<file path="src/rtl/image_sched_pkg.sv">
// Shared coprocessor definitions: scheduler state encoding, kernel-size limit
// and the configuration legality rule.
package image_sched_pkg;

    typedef enum logic [1:0] {
        ST_IDLE  = 2'd0,
        ST_RUN   = 2'd1,
        ST_DRAIN = 2'd2
    } sched_state_e;

    localparam int unsigned KER_MAX = 7;

    function automatic logic kernel_legal(input int unsigned k,
                                          input int unsigned cols,
                                          input int unsigned rows);
        return (k >= 1) && (k <= KER_MAX) && (k <= cols) && (k <= rows);
    endfunction

endpackage

</file>
<file path="src/rtl/window_counter.sv">
// Four nested sweep counters (r, c, kr, kc); holds when step_i is low and
// reports which levels are at their last value.
module window_counter
    import image_sched_pkg::*;
#(
    parameter int DIM_WIDTH = 10,
    parameter int KER_WIDTH = 3
) (
    input  logic                 clk,
    input  logic                 rst,
    input  logic                 clr_i,
    input  logic                 step_i,
    input  logic [DIM_WIDTH-1:0] cols_i,
    input  logic [DIM_WIDTH-1:0] rows_i,
    input  logic [KER_WIDTH-1:0] kernel_i,
    output logic [KER_WIDTH-1:0] kc_o,
    output logic                 wrap_kc_o,
    output logic                 wrap_kr_o,
    output logic                 wrap_c_o,
    output logic                 wrap_r_o
);

    logic [KER_WIDTH-1:0] kc_q, kr_q;
    logic [DIM_WIDTH-1:0] c_q, r_q;
    logic [KER_WIDTH-1:0] k_last;
    logic [DIM_WIDTH-1:0] c_last, r_last;

    assign k_last = kernel_i - KER_WIDTH'(1);
    assign c_last = cols_i - DIM_WIDTH'(kernel_i);
    assign r_last = rows_i - DIM_WIDTH'(kernel_i);

    assign kc_o      = kc_q;
    assign wrap_kc_o = (kc_q == k_last);
    assign wrap_kr_o = (kr_q == k_last);
    assign wrap_c_o  = (c_q == c_last);
    assign wrap_r_o  = (r_q == r_last);

    always_ff @(posedge clk or posedge rst) begin
        if (rst) begin
            kc_q <= '0;
            kr_q <= '0;
            c_q  <= '0;
            r_q  <= '0;
        end else if (clr_i) begin
            kc_q <= '0;
            kr_q <= '0;
            c_q  <= '0;
            r_q  <= '0;
        end else if (step_i) begin
            // Innermost first: each level advances only when all inner levels wrap.
            if (!wrap_kc_o) begin
                kc_q <= kc_q + KER_WIDTH'(1);
            end else begin
                kc_q <= '0;
                if (!wrap_kr_o) begin
                    kr_q <= kr_q + KER_WIDTH'(1);
                end else begin
                    kr_q <= '0;
                    if (!wrap_c_o) begin
                        c_q <= c_q + DIM_WIDTH'(1);
                    end else begin
                        c_q <= '0;
                        r_q <= wrap_r_o ? '0 : r_q + DIM_WIDTH'(1);
                    end
                end
            end
        end
    end

endmodule

</file>
<file path="src/rtl/image_sched.sv">
// Sliding-window read scheduler: walks KxK windows over an image, issues one
// memory read per cycle (writes take priority) and tracks read-data latency.
module image_sched
    import image_sched_pkg::*;
#(
    parameter int MEM_AWIDTH  = 16,
    parameter int DIM_WIDTH   = 10,
    parameter int KER_WIDTH   = 3,
    parameter int MEM_LATENCY = 3
) (
    input  logic                  clk,
    input  logic                  rst,
    input  logic                  cfg_val,
    output logic                  cfg_rdy,
    input  logic [MEM_AWIDTH-1:0] cfg_base,
    input  logic [DIM_WIDTH-1:0]  cfg_cols,
    input  logic [DIM_WIDTH-1:0]  cfg_rows,
    input  logic [KER_WIDTH-1:0]  cfg_kernel,
    output logic                  cfg_err,
    input  logic                  wr_val,
    output logic                  mem_rd_val,
    output logic [MEM_AWIDTH-1:0] mem_rd_addr,
    output logic                  img_val,
    output logic                  img_last,
    output logic                  done
);

    // Reset asserts immediately but releases two clock edges after rst falls.
    logic [1:0] rst_sync_q;
    logic       rst_int;

    always_ff @(posedge clk or posedge rst) begin
        if (rst) rst_sync_q <= 2'b11;
        else     rst_sync_q <= {rst_sync_q[0], 1'b0};
    end
    assign rst_int = rst_sync_q[1];

    sched_state_e          state_q;
    logic [DIM_WIDTH-1:0]  cols_q, rows_q;
    logic [KER_WIDTH-1:0]  kernel_q;
    logic [MEM_AWIDTH-1:0] rowr_q, win_q, ptr_q;
    logic [MEM_AWIDTH-1:0] cols_ext, rowr_nx, win_nx;
    logic                  accept, legal, step, rd_last_q;
    logic [KER_WIDTH-1:0]  kc;
    logic                  wrap_kc, wrap_kr, wrap_c, wrap_r;
    logic [MEM_LATENCY-1:0] vld_sr_q, last_sr_q;
    logic [MEM_LATENCY:0]   vld_chain, last_chain;

    assign accept   = (state_q == ST_IDLE) && cfg_val;
    assign legal    = kernel_legal(32'(cfg_kernel), 32'(cfg_cols), 32'(cfg_rows));
    assign step     = (state_q == ST_RUN) && !wr_val;
    assign cols_ext = MEM_AWIDTH'(cols_q);
    assign rowr_nx  = rowr_q + cols_ext;
    assign win_nx   = win_q + MEM_AWIDTH'(1);

    window_counter #(
        .DIM_WIDTH(DIM_WIDTH),
        .KER_WIDTH(KER_WIDTH)
    ) u_window_counter (
        .clk      (clk),
        .rst      (rst_int),
        .clr_i    (accept),
        .step_i   (step),
        .cols_i   (cols_q),
        .rows_i   (rows_q),
        .kernel_i (kernel_q),
        .kc_o     (kc),
        .wrap_kc_o(wrap_kc),
        .wrap_kr_o(wrap_kr),
        .wrap_c_o (wrap_c),
        .wrap_r_o (wrap_r)
    );

    // rowr = base + r*cols, win = rowr + c, ptr = win + kr*cols; address = ptr + kc.
    always_ff @(posedge clk) begin
        if (accept) begin
            cols_q   <= cfg_cols;
            rows_q   <= cfg_rows;
            kernel_q <= cfg_kernel;
            rowr_q   <= cfg_base;
            win_q    <= cfg_base;
            ptr_q    <= cfg_base;
        end else if (step && wrap_kc) begin
            if (!wrap_kr) begin
                ptr_q <= ptr_q + cols_ext;
            end else if (!wrap_c) begin
                win_q <= win_nx;
                ptr_q <= win_nx;
            end else if (!wrap_r) begin
                rowr_q <= rowr_nx;
                win_q  <= rowr_nx;
                ptr_q  <= rowr_nx;
            end
        end
    end

    always_ff @(posedge clk or posedge rst_int) begin
        if (rst_int) begin
            state_q     <= ST_IDLE;
            cfg_rdy     <= 1'b1;
            cfg_err     <= 1'b0;
            mem_rd_val  <= 1'b0;
            mem_rd_addr <= '0;
            rd_last_q   <= 1'b0;
            done        <= 1'b0;
        end else begin
            cfg_err    <= 1'b0;
            mem_rd_val <= 1'b0;
            rd_last_q  <= 1'b0;
            done       <= 1'b0;
            case (state_q)
                ST_IDLE: begin
                    if (accept) begin
                        if (legal) begin
                            state_q <= ST_RUN;
                            cfg_rdy <= 1'b0;
                        end else begin
                            cfg_err <= 1'b1;
                        end
                    end
                end
                ST_RUN: begin
                    if (step) begin
                        mem_rd_val  <= 1'b1;
                        mem_rd_addr <= ptr_q + MEM_AWIDTH'(kc);
                        if (wrap_kc && wrap_kr && wrap_c && wrap_r) begin
                            rd_last_q <= 1'b1;
                            state_q   <= ST_DRAIN;
                        end
                    end
                end
                ST_DRAIN: begin
                    if (img_last) begin
                        done    <= 1'b1;
                        cfg_rdy <= 1'b1;
                        state_q <= ST_IDLE;
                    end
                end
                default: state_q <= ST_IDLE;
            endcase
        end
    end

    // Read-data latency tracking; chain bit 0 is the live strobe.
    assign vld_chain  = {vld_sr_q, mem_rd_val};
    assign last_chain = {last_sr_q, rd_last_q};

    always_ff @(posedge clk or posedge rst_int) begin
        if (rst_int) begin
            vld_sr_q  <= '0;
            last_sr_q <= '0;
        end else begin
            vld_sr_q  <= vld_chain[MEM_LATENCY-1:0];
            last_sr_q <= last_chain[MEM_LATENCY-1:0];
        end
    end

    assign img_val  = vld_chain[MEM_LATENCY];
    assign img_last = last_chain[MEM_LATENCY];

endmodule
</file>
<file path="config.mk">
export PLATFORM = sky130hd
export DESIGN_NAME = image_sched
export DESIGN_NICKNAME = d
export VERILOG_FILES = /design/src/rtl/image_sched_pkg.sv /design/src/rtl/window_counter.sv /design/src/rtl/image_sched.sv
export SDC_FILE = /design/constraint.sdc
export NUM_CORES = 1
export LEC_CHECK = 0
export CAP_MARGIN = 40
export CORE_AREA = 2 2 97 192
export CTS_CLUSTER_DIAMETER = 30
export DETAILED_ROUTE_END_ITERATION = 6
export DIE_AREA = 0 0 99 194
export MAX_ROUTING_LAYER = met4
export PLACE_DENSITY = 0.66
export REMOVE_ABC_BUFFERS = 1
export SLEW_MARGIN = 25
export SYNTH_ARGS = -nofsm -noshare
export SYNTH_HDL_FRONTEND = slang
export SYNTH_SLANG_ARGS = --single-unit
</file>
<file path="constraint.sdc">
create_clock -name clk -period 2 [get_ports clk]
set_clock_uncertainty 0.1 [all_clocks]
set_input_delay 0.5 -clock clk [delete_from_list [all_inputs] [get_ports clk]]
set_output_delay 0.5 -clock clk [all_outputs]
set_load 0.01 [all_outputs]
</file>
==> flow_summary.toml <==
[status]
status = "complete, but fails checks"
violations = "negative setup slack"

[grt]
antenna_found_initial = 0
grt_start_max_net_pins = 36
grt_usage_pct = 27.80
overflow = 0
grtUsageMet1_pct = 26.54
grt_pass1_wl_mm = 40.45
gr-usage-met3_pct = 3.172
grt_pass1_vias = 8132
top_usage_layer = "met2"
globalRouteMet2Util_pct = 49.55

[detailed_routing]
drt-total-wl_mm = 27.54
drt_iter0_drc = 516
first_pass_iters = 6
wl_per_cell_um = 20.45
vias_per_cell = 5.826
via_count = 7847
drc = 0
drtAntennaViolNets = 0

[power]
power.clock.fraction_pct = 24.1
ir_worst_vdd_uv = 683.2
p_int_uw = 9029
p_per_area_nw_per_um2 = 1105
power_switching_uw = 4972
p_sw_share_pct = 35.51
sequentialPowerShare_pct = 28.3
static-leakage-power_uw = 0.005237
power.total_uw = 14000
combPwrFrac_pct = 47.6

[critical_path]
cp-start-kind = "register"
crit_top_cell = "buf_6"
crit_type = "reg2reg"
endpoint_kind = "register"
crit_path_top_delay_cell = "or4bb_4"
max_stage_delay_ns = 0.54
crit_required_ns = 2.19
path_cells = "inv_1 -> ha_4 -> nand3b_1 -> and3_4 -> or4bb_4 -> a221oi_4 -> buf_6 -> buf_8 -> buf_6 -> mux2i_4 -> nor2_1 -> o21ai_1"
cp_data_arrival_time_ns = 3.44
cp_max_fo = 7
rr_worst_depth = 12

[timing]
setup_viol = 129
drv_slew = 0
rsz0062_at_grt = "yes"
timing.final.crit_share_pct = 162.5
fin_ws_ns = -1.250
hold_viol_final = 0
timing.final.crit_period_ns = 3.250
fmax_mhz = 307.7
tns_ns = -123.22

[yosys]
yosys.area.top_type_share_pct = 27.22
yosysTopAreaCell = "edfxtp_1"
syn_area_per_cell_um2 = 9.902
synth_edf_count = 71
synth-seq-cells = 128
ys_seq_area_share_pct = 45.48
yosysUniqueCellTypes = 74
ys.flop_type = "edfxtp_1"
synth_area_leaders = "edfxtp_1, dfrtp_1, ha_1"
netlist_area_um2 = 7833
syn_inst = 791
yosys_warnings = 0
async_flop_share_pct = 44.53

[cts]
cts.sinks = 128
postCtsHoldBufs = 0
clockBufferDepth = 2
cts_root_buf = "clkbuf_16"
htreeDepth = 4
cts_tree = "yes"
cts_buffers = 17
path_clk_slew_ns = 0.06
clk_latency_ns = 0.44

[final_layout]
num-fill-cells = 1116
syn2layout_area_growth_pct = 61.72
mostFrequentLayoutCells = "buf_4, nand2_1, edfxtp_1"
diodes = 0
ff_latch_area_um2 = 3563
multiInputGateArea_um2 = 5094
fin_nets = 1210
layout-drive-gt1-share_pct = 42.95
final_common_cell = "buf_4"

[worst_hold_path]
hold_path_class = "reg2async"

[die]
die_w_um = 99
die-area_um2 = 19210
top_level_ports = 65
coreArea_um2 = 17700
die_h_um = 194
row_count = 69
start_util_pct = 44.26

[place]
port_buffers = 64
post-place-ws_ns = -1.387
hpwl_mm = 17.80
gp_congestion = 0.9696

[flow_run]
maxCapViolCount = 0
## per-layer routing
layer	part of all wire [%]	wire length [um]
met3	4.2	1162
met2	54	14860
met4	9.8	2687
met5	0	0
met1	32	8833
## kinds of logic after synthesis
family	share of synthesized area [%]
buffers and inverters	3.227
muxes	0.9584
and+or+nand+nor	17.12
DFF	45.48
other	0.04788
AOI/OAI and AO/OA	15.37
adders and majority gates	7.828
xor gates and xnor gates	9.968
## cell usage after synthesis (4+ instances only)
| cell type | n |
|---|---|
| dfrtp_1 | 54 |
| ha_1 | 41 |
| a31oi_1 | 4 |
| fa_1 | 5 |
| a22oi_1 | 4 |
| o21ai_0 | 63 |
| nor4_1 | 6 |
| o22ai_1 | 5 |
| inv_1 | 41 |
| mux2_2 | 4 |
| o31ai_1 | 7 |
| and3_1 | 9 |
| edfxtp_1 | 71 |
| nand4_1 | 11 |
| nor3_1 | 13 |
| o221ai_1 | 4 |
| nor2_1 | 57 |
| o211ai_1 | 11 |
| nor2b_1 | 13 |
| nand3_1 | 32 |
| clkbuf_1 | 15 |
| buf_1 | 6 |
| nand2b_1 | 4 |
| or3_1 | 9 |
| nand2_1 | 95 |
| a211oi_1 | 4 |
| a21o_1 | 7 |
| o2111ai_1 | 6 |
| xor2_1 | 39 |
| a21boi_0 | 5 |
| or2_2 | 4 |
| o21a_1 | 5 |
| and2_1 | 4 |
| xnor2_1 | 45 |
| a21oi_1 | 31 |
## stage by stage
stage	area, um^2	hold slack [ns]	util, %	instances
finish	12670	0.1592	71.57	1347
global route	12670	0.2211	71.57	1347
CTS	11940	0.1879	67.49	1326
detailed placement	10290	0.1841	58.13	1256
global placement	10290	0.1808	58.13	1256
floorplan	7734	0.2312	-	767
## final timing paths
kind | to | slack, ns | start
worst max-delay path | ptr_q[9]$_DFFE_PP_ | -1.25 | kernel_q[2]$_DFFE_PP_
worst min-delay path | cfg_err$_DFF_PP0_ | 0.16 | rst_sync_q[1]$_DFF_PP1_
worst max register to register | ptr_q[9]$_DFFE_PP_ | -1.25 | kernel_q[2]$_DFFE_PP_
worst min register to register | cfg_err$_DFF_PP0_ | 0.16 | rst_sync_q[1]$_DFF_PP1_
max in group asynchronous | mem_rd_addr[4]$_DFFE_PP0P_ | 1.00 | rst_sync_q[1]$_DFF_PP1_
min in group clk | last_sr_q[2]$_DFF_PP0_ | 0.25 | last_sr_q[1]$_DFF_PP0_
## timing repair
action	CTS	global route
resized for setup	188	147
setup buffers	36	39
endpoints found under the hold margin	0	0
cloned	4	1
pin swaps	49	61
setup endpoints to repair	134	134
## power by group through the flow
| stage | combinational [uW] | clock, uW | sequential [uW] |
|---|---|---|---|
| finish | 6670 | 3370 | 3960 |
| global route | 7160 | 3500 | 4010 |
| CTS | 5860 | 3370 | 3920 |
| detailed placement | 5120 | 0 | 3950 |
| global placement | 5040 | 0 | 3940 |
| floorplan | 2490 | 0 | 4050 |
## state kept, by name (all words and copies together), names as in the netlist, 10 cells and up
name / cells
u_window_counter.c_q: 10
rowr_q: 16
win_q: 16
mem_rd_addr: 16
u_window_counter.r_q: 10
rows_q: 10
cols_q: 10
ptr_q: 16
## critical path, delay by kind of cell, from the launching register on
| family | cells | cell delay (ns) |
|---|---|---|
| mux | 1 | 0.25 |
| flops | 1 | 0.39 |
| buf+inv | 4 | 0.57 |
| compound gates | 2 | 0.55 |
| simple gates | 4 | 0.99 |
| fa+ha+maj | 1 | 0.24 |
## area by class of cell
| type | instances | share of cell area (%) |
|---|---|---|
| Clock buffer | 22 | 4.089 |
| Clock inverter | 10 | 0.9285 |
| Inverter | 41 | 1.274 |
| Multi-Input combinational cell | 600 | 40.21 |
| Sequential cell | 128 | 28.13 |
| Tap cell | 213 | 2.104 |
| Timing Repair Buffer | 333 | 23.26 |
(Power assumes the default switching activity.)
==> RTL edit: new RTL, same settings <==
Make the reset (`rst` and `rst_int`) synchronous in 4 clocked blocks.
--- a/src/rtl/window_counter.sv
+++ b/src/rtl/window_counter.sv
@@ -35,7 +35,7 @@
     assign wrap_c_o  = (c_q == c_last);
     assign wrap_r_o  = (r_q == r_last);
 
-    always_ff @(posedge clk or posedge rst) begin
+    always_ff @(posedge clk) begin
         if (rst) begin
             kc_q <= '0;
             kr_q <= '0;
--- a/src/rtl/image_sched.sv
+++ b/src/rtl/image_sched.sv
@@ -29,7 +29,7 @@
     logic [1:0] rst_sync_q;
     logic       rst_int;
 
-    always_ff @(posedge clk or posedge rst) begin
+    always_ff @(posedge clk) begin
         if (rst) rst_sync_q <= 2'b11;
         else     rst_sync_q <= {rst_sync_q[0], 1'b0};
     end
@@ -94,7 +94,7 @@
         end
     end
 
-    always_ff @(posedge clk or posedge rst_int) begin
+    always_ff @(posedge clk) begin
         if (rst_int) begin
             state_q     <= ST_IDLE;
             cfg_rdy     <= 1'b1;
@@ -145,7 +145,7 @@
     assign vld_chain  = {vld_sr_q, mem_rd_val};
     assign last_chain = {last_sr_q, rd_last_q};
 
-    always_ff @(posedge clk or posedge rst_int) begin
+    always_ff @(posedge clk) begin
         if (rst_int) begin
             vld_sr_q  <= '0;
             last_sr_q <= '0;
Behaviour: not the same (Yosys sat finds a counterexample within 4 cycles, from zero or initial values and one cycle with rst high).
==> RTL edit against the unedited design <==
- the run still ends with negative setup slack left
- wire length shrank 4.8%
- synthesized area about the same
- final area is 3.6% lower
- first-iteration DRC count is 33% lower
- maximum frequency decreased by 2.2%
- cell count grew 0.45%
- worst setup slack got worse by 0.074 ns
- die area unchanged
- sequential cell count is the same
- utilization down 2.5 points
- critical path type unchanged
- critical endpoint is now ptr_q[4]
- highest routed layer unchanged
Power is not compared: it rests on default switching activity, and its combinational part moved more than twofold at a synthesized area within 25%.
==> RTL edit: results <==
group,metric,value,unit
placed_design,routabilityCongestion,0.9092,
synthesis,synthCells,821,
hold_path,hold_class,"reg -> reg",
finish,drive_above_1_share,38.42,%
global_routing,grt_max_degree,33,
finish,nets,1216,
finish,instances_no_fill,1353,
drt,drt_iter0_markers,346,
drt,wire_per_inst,19.37,um
run_status,violations,"negative setup slack",
global_routing,grt_pass1_vias,7994,
global_routing,grt_usage,27.25,%
critical_path,crit_slowest_cell,"or4_4",
synthesis,synth_commonest_cells,"77 x nand2_1, 72 x nor2_1, 71 x edfxtp_1, 57 x dfxtp_1, 53 x xnor2_1",
drt,drtPass1Iterations,5,
placed_design,dp.cells,1279,
sta,setup_slack,-1.323,ns
drt,via_per_inst,5.685,
run_status,status,"complete, but fails checks",
global_routing,grt_use_met2,51.93,%
placed_design,hpwl,18.09,mm
global_routing,met1_usage,23.53,%
sta,setup_viol,133,
synthesis,synth.area.top_cells,"edfxtp_1 27%, dfxtp_1 15%, ha_1 6.6%",
sta,tns,-133.45,ns
## RTL edit: power groups by stage
stage / sequential [mW] / clock (mW) / combinational, mW
6_report: 3.13 / 3.06 / 2.68
5_1_grt: 3.14 / 3.19 / 2.87
4_1_cts: 3.11 / 3.08 / 2.46
3_5_place_dp: 3.16 / 0 / 2.08
3_3_place_gp: 3.16 / 0 / 2.07
2_1_floorplan: 3.17 / 0 / 1.04
## RTL edit: cells by family after synthesis
group	synth area share [%]
flops	41.81
simple gates	19.45
fa+ha+maj	7.831
buf+inv	3.053
mux	2.126
xor+xnor	10.05
compound gates	15.68
## RTL edit: repair_timing
item	in CTS	in global routing
buffers inserted	36	18
hold buffers	0	0
setup endpoints to repair	135	137
pin swaps	74	57
gates resized for setup	162	90
cloned	2	1
## RTL edit: cell type report
cell class,instances,area (um^2)
tap,213,266.5
multi-input combinational,635,5221
fill,1235,5482
clock inverter,7,42.54
clock buffer,25,541.8
timing repair buffer,315,2754
sequential,128,3273
inverter,30,117.6
## RTL edit: path summary, 6_finish.rpt
| kind | startpoint | endpoint | slack (ns) | cells after the start |
|---|---|---|---|---|
| hold reg to reg | rst_sync_q[0] | rst_sync_q[1] | 0.31 | 1 |
| setup reg to reg | cols_q[6] | ptr_q[4] | -1.32 | 10 |
| hold / removal | rst_sync_q[0] | rst_sync_q[1] | 0.31 | 1 |
| setup / recovery | cols_q[6] | ptr_q[4] | -1.32 | 10 |
## RTL edit: per-stage QoR
stage          setup WS (ns)  cell area (um^2)  util (%)  hold WS (ns)
2_1_floorplan         -3.017              7702         -        0.2925
3_3_place_gp          -1.373             10280     58.08        0.2998
4_1_cts               -1.155             11720     66.19        0.3057
3_5_place_dp          -1.501             10280     58.08        0.3049
5_1_grt               -1.370             12220     69.03        0.3357
6_report              -1.323             12220     69.03        0.3138
## RTL edit: routing by layer
| layer | up-vias | routed length [um] | share of wire (%) |
|---|---|---|---|
| met3 | 132 | 1028 | 3.9 |
| met2 | 274 | 14720 | 56 |
| met1 | 3688 | 8351 | 32 |
| met4 | 0 | 2110 | 8.0 |
| li1 | 3598 | - | - |
| met5 | - | 0 | 0 |
